--- src/rtl/pipe_stage_reg.sv ---
// rtl/pipe_stage_reg.sv - handshaked pipeline stage register with a 2-entry skid buffer
// Optional stall-cycle counter output enabled by defining PIPE_STAGE_STALL_CNT_EN.
module pipe_stage_reg #(
  parameter int                DATA_W    = 64,
  parameter logic [DATA_W-1:0] RESET_VAL = {DATA_W{1'b0}}
) (
  input  logic              clk,
  input  logic              reset,
  input  logic              flush,
  input  logic              in_valid,
  output logic              in_ready,
  input  logic [DATA_W-1:0] in_data,
  output logic              out_valid,
  input  logic              out_ready,
  output logic [DATA_W-1:0] out_data,
  output logic [1:0]        occupancy
`ifdef PIPE_STAGE_STALL_CNT_EN
  ,
  output logic [15:0]       stall_cnt
`endif
);

  // Encodings double as the occupancy count.
  typedef enum logic [1:0] {
    EMPTY = 2'd0,
    ONE   = 2'd1,
    TWO   = 2'd2
  } state_t;

  state_t            state;
  state_t            state_nxt;
  logic [DATA_W-1:0] main_q;
  logic [DATA_W-1:0] skid_q;
  logic              in_fire;
  logic              out_fire;

  assign in_fire  = in_valid & in_ready;
  assign out_fire = out_valid & out_ready;
  assign out_data = main_q;

  always_comb begin
    state_nxt = state;
    if (flush) begin
      state_nxt = EMPTY;
    end else begin
      case (state)
        EMPTY: if (in_fire) state_nxt = ONE;
        ONE: begin
          if (in_fire && !out_fire)      state_nxt = TWO;
          else if (!in_fire && out_fire) state_nxt = EMPTY;
        end
        TWO:     if (out_fire) state_nxt = ONE;
        default: state_nxt = EMPTY;
      endcase
    end
  end

  // Handshake outputs are flops loaded from the next state, so out_ready never reaches in_ready.
  always_ff @(posedge clk or posedge reset) begin
    if (reset) begin
      state     <= EMPTY;
      out_valid <= 1'b0;
      in_ready  <= 1'b1;
      occupancy <= 2'd0;
    end else begin
      state     <= state_nxt;
      out_valid <= (state_nxt != EMPTY);
      in_ready  <= (state_nxt != TWO);
      occupancy <= state_nxt;
    end
  end

  always_ff @(posedge clk or posedge reset) begin
    if (reset) begin
      main_q <= RESET_VAL;
      skid_q <= RESET_VAL;
    end else if (flush) begin
      main_q <= RESET_VAL;
      skid_q <= RESET_VAL;
    end else begin
      case (state)
        EMPTY: if (in_fire) main_q <= in_data;
        ONE: begin
          if (in_fire && out_fire) main_q <= in_data;
          else if (in_fire)        skid_q <= in_data;
        end
        TWO:     if (out_fire) main_q <= skid_q;
        default: ;
      endcase
    end
  end

`ifdef PIPE_STAGE_STALL_CNT_EN
  always_ff @(posedge clk or posedge reset) begin
    if (reset) begin
      stall_cnt <= 16'd0;
    end else if (out_valid && !out_ready && (stall_cnt != 16'hFFFF)) begin
      stall_cnt <= stall_cnt + 16'd1;
    end
  end
`endif

endmodule

--- config.mk ---
export PLATFORM = sky130hd
export DESIGN_NAME = pipe_stage_reg
export DESIGN_NICKNAME = d
export VERILOG_FILES = /design/src/rtl/pipe_stage_reg.sv
export SDC_FILE = /design/constraint.sdc
export NUM_CORES = 1
export LEC_CHECK = 0
export CORE_AREA = 10 10 117 146
export CTS_BUF_LIST = sky130_fd_sc_hd__clkbuf_4 sky130_fd_sc_hd__clkbuf_8
export DETAILED_ROUTE_END_ITERATION = 6
export DIE_AREA = 0 0 127 156
export GPL_ROUTABILITY_DRIVEN = 0
export MAX_ROUTING_LAYER = met4
export PLACE_DENSITY_LB_ADDON = 0.05
export SLEW_MARGIN = 20
export SYNTH_ARGS = -nofsm -noshare
export SYNTH_HDL_FRONTEND = slang
export SYNTH_SLANG_ARGS = --single-unit
--- constraint.sdc ---
create_clock -name clk -period 4.3 [get_ports clk]
set_input_delay 1.075 -clock clk [delete_from_list [all_inputs] [get_ports clk]]
set_output_delay 1.075 -clock clk [all_outputs]
set_load 0.01 [all_outputs]
Word level (Yosys, flattened, before mapping). Index checks and enable logic that the tools add are counted. W data, S select, Z words.

Register bits: 132. Word-level logic and storage cells: 40.

Equal/unequal tests: 7. Muxes and demuxes: 14. Bitwise gates (word level): 2. Reductions and logical operators: 12.

Operators by type and width (count): $mux W64 (7); $pmux W64 S3 (1); $mux W2 (5); $ne A3 B3 Y1 const B (3); $pmux W2 S3 (1); $reduce_bool A2 Y1 (3); $ne A2 B2 Y1 const B (2); $reduce_and A4 Y1 (1); $reduce_bool A4 Y1 (1); $logic_and A1 B1 Y1 (3); $reduce_and A3 Y1 (1); $and A1 B1 Y1 (2); $eq A2 B1 Y1 const B (1); $eq A2 B2 Y1 const B (1); $logic_not A1 Y1 (2); $logic_not A2 Y1 (1).

Logic depth before layout (Yosys ltp).
Depth in word-level cells: 8. Gate-level depth with buffers: 6. Gate-level depth less buffers: 3.

Worst setup path after synthesis. OpenSTA, ideal clock, no wires.

Kind: input-to-reg. From: input port in_valid. To: register main_q[14], in the netlist out_data[14]. Arrival: 2.080 ns. Path slack: 2.073 ns. Stages: 5. Cell sequence: and3b_1 buf_2 buf_2 a2111oi_2 a211oi_2.

Longest elaborated chain between the ends: 4. Elaborated cells on any way between the ends: 5. Classes of those cells: eq/ne (2); bitwise (1); reduce/logical (2).

Ends and longest elaborated chain: start, declared (line 10) `input logic in_valid,`; $and A1 B1 Y1 (*) (line 37) `assign in_fire = in_valid & in_ready;`; $logic_and A1 B1 Y1 (line 84) `if (in_fire && out_fire) main_q <= in_data;`; $ne A3 B3 Y1 (no source line); $reduce_and A4 Y1 (no source line) (*); end signal, assigned (line 82) `EMPTY: if (in_fire) main_q <= in_data;`; end signal, assigned (line 84); end signal, assigned (line 87) `TWO: if (out_fire) main_q <= skid_q;`; end, declared (line 32) `logic [DATA_W-1:0] main_q;`.

Mark *: on every way between the ends. The rest lies on a longest branch, timed or not. A chain may end at the register's enable or synchronous reset.

Worst setup path after layout.
From: input port in_valid. To: register main_q[54], in the netlist out_data[54].

Same word-level chain as after synthesis.

==> metrics.yaml <==
status:
  status: "complete, no violations"
floorplanning:
  dieHeight_um: 156
  rows: 49
  fp.coreArea_sq_mm: 0.01422
  initial_utilization_pct: 47.33
  die_area_sq_mm: 0.01981
  die_width_um: 127
  io_pins: 137
clock_tree:
  cts_tree: "built"
  cts_setup_buffers: 0
  cts.sinks: 132
  cts_resized: 0
  clkTransAtPathRegs_ns: 0.08
  clock_latency_ns: 0.46
  clockRootBuffer: "clkbuf_8"
  cts_hold_buf: 0
  cts_made_buffers: 17
  cts_buffer_depth: 2
  htreeDepth: 4
critical_path:
  r2r.worst_path.cells: 4
  crit_buf_inv: 2
  endpoint_kind: "flip-flop"
  critical_path.cell_chain: "clkdlybuf4s50_1, and3b_4, buf_4, a2111oi_0, a211oi_1"
  path_depth: 5
  cp-start-kind: "input pin"
  worstPathArrival_ns: 3.31
  crit_path_top_delay_cell: "and3b_4"
  critPathMaxFanout: 61
  max_stage_delay_ns: 0.75
  crit_type: "in -> reg"
  crit_family: "buffers and inverters"
  crit_required_ns: 4.65
timing:
  setup_viol: 0
  rsz0062_at_grt: "false"
  period_minus_slack_ns: 2.960
  drv_slew: 0
  max-slew-margin-rel_pct: 29.15
  hold_viol: 0
  max_slew.worst_pin.slew_ns: 1.063
  fmax_ghz: 0.3378
  setup_tns_ns: 0
  layout_worst_path_cycle_share_pct: 68.84
  holdWs_ns: 0.4914
  skew_ns: 0.009599
detailed_routing:
  drt_wl_total_um: 20150
  drc: 0
  first_iter_violations: 600
  avgRoutedWirePerCell_um: 22.64
  antenna_left: 0
  drt_first_pass_iters: 4
  num_vias: 5561
  viasPerCell: 6.248
synthesis:
  synth_seq_cells: 132
  synth_top_flop_cell: "dfrtp_1"
  syn_avg_cell_area_sq_um: 11.06
  synth_edf_count: 0
  synth.net_count: 678
  synth_warnings: 0
  ys_seq_area_share_pct: 49.08
  synth_cell_types: 33
  synthesis.area_sq_mm: 0.006733
  synthCells: 609
  synth-async-reset-ratio_pct: 100.0
hold_path:
  worstHoldPathType: "reg -> reg"
  hold_depth: 1
grt:
  grt_pass1_wl_um: 32710
  grt_max_degree: 133
  grt-ovfl-total: 0
  grt_usage_pct: 20.91
  grt_pass1_vias: 5882
  antenna_found_initial: 0
layout:
  stdcell_count: 890
  final_cell_mix: "clkdlybuf4s50_1, dfrtp_1, a21oi_1, mux2i_1"
  nets: 768
  synthToLayoutAreaGrowth_pct: 27.37
  fin_util_pct: 60.29
  drive_above_1_share_pct: 15.17
  diodes: 0
  final_common_cell: "clkdlybuf4s50_1"
placed_design:
  port_buffers: 136
  dp_hpwl_um: 12040
  place_inst: 858
power:
  power_density_mw_per_mm2: 439.0
  p_leak_nw: 3.674
  ir_worst_vdd_mv: 0.2741
flow_run:
  maxCapViolCount: 0
==> worst paths after layout <==
path	from	to	slack, ns
max in group asynchronous	reset	out_valid	2.56
min reg2reg	out_data[23]	out_data[23]	0.49
max	in_valid	out_data[54]	1.34
min in group asynchronous	reset	skid_q[34]	1.15
min	out_data[23]	out_data[23]	0.49
max reg2reg	state[1]	out_data[54]	1.81
==> metal layers <==
metal | GRT usage, % | share of wire, % | routed length (um) | vias up
met5 | - | 0 | 0 | -
met4 | 5.975 | 1.2 | 239 | 0
met3 | 5.678 | 6.0 | 1201 | 23
met2 | 31.63 | 48 | 9703 | 185
met1 | 26.91 | 45 | 9004 | 2815
li1 | - | - | - | 2538
==> kinds of logic after synthesis <==
family	after synthesis	synth area share (%)
buffers and inverters	83	6.170
AOI/OAI and AO/OA	257	29.40
DFF	132	49.08
muxes	65	9.664
and+or+nand+nor	72	5.687
==> area by class of cell <==
type	instances	area, sq um
flip-flops and latches	132	3304
inverters	1	7.507
well taps	178	222.7
clock inverters	14	256.5
fillers	1213	5648
clock buffers	18	247.7
repair buffers	153	1499
multi-input cells	394	3038
==> synthesized netlist by cell type (2+ instances only) <==
master / n / area share [%]
buf_6: 8 / 1.3
dfrtp_1: 131 / 49
a211oi_2: 24 / 4.5
nand3_1: 64 / 4.8
nand2_1: 2 / 0.11
a211oi_1: 30 / 3.3
a211o_1: 3 / 0.39
a21oi_1: 65 / 4.8
buf_4: 3 / 0.33
a2111oi_0: 29 / 3.8
o21ai_0: 64 / 4.8
buf_2: 26 / 1.9
o2bb2ai_1: 11 / 1.4
a2111oi_2: 23 / 5.1
clkbuf_1: 39 / 2.2
mux2i_1: 65 / 9.7
buf_1: 6 / 0.33
==> per-stage QoR <==
step	total power, mW	setup slack [ns]	instance area (sq um)
detailed placement	2.461	0.8914	8071
global placement	2.440	0.9375	8071
finish	3.765	1.340	8576
floorplan	2.043	1.589	6736
CTS	3.792	1.381	8576
global route	3.942	1.206	8576
==> registers in the layout, summed over array words and instances, names as in the netlist <==
| signal | count |
|---|---|
| state | 2 |
| skid_q | 64 |
| out_valid | 1 |
| in_ready | 1 |
| out_data | 64 |
==> where the power goes <==
part | leakage (nW) | switching, mW | internal (mW) | total, mW
clock network | 0.245 | 0.514 | 0.820 | 1.33
logic | 1.65 | 0.535 | 0.435 | 0.970
registers | 1.78 | 0.0947 | 1.37 | 1.46
total | 3.67 | 1.14 | 2.62 | 3.76
(Power assumes the default switching activity.)
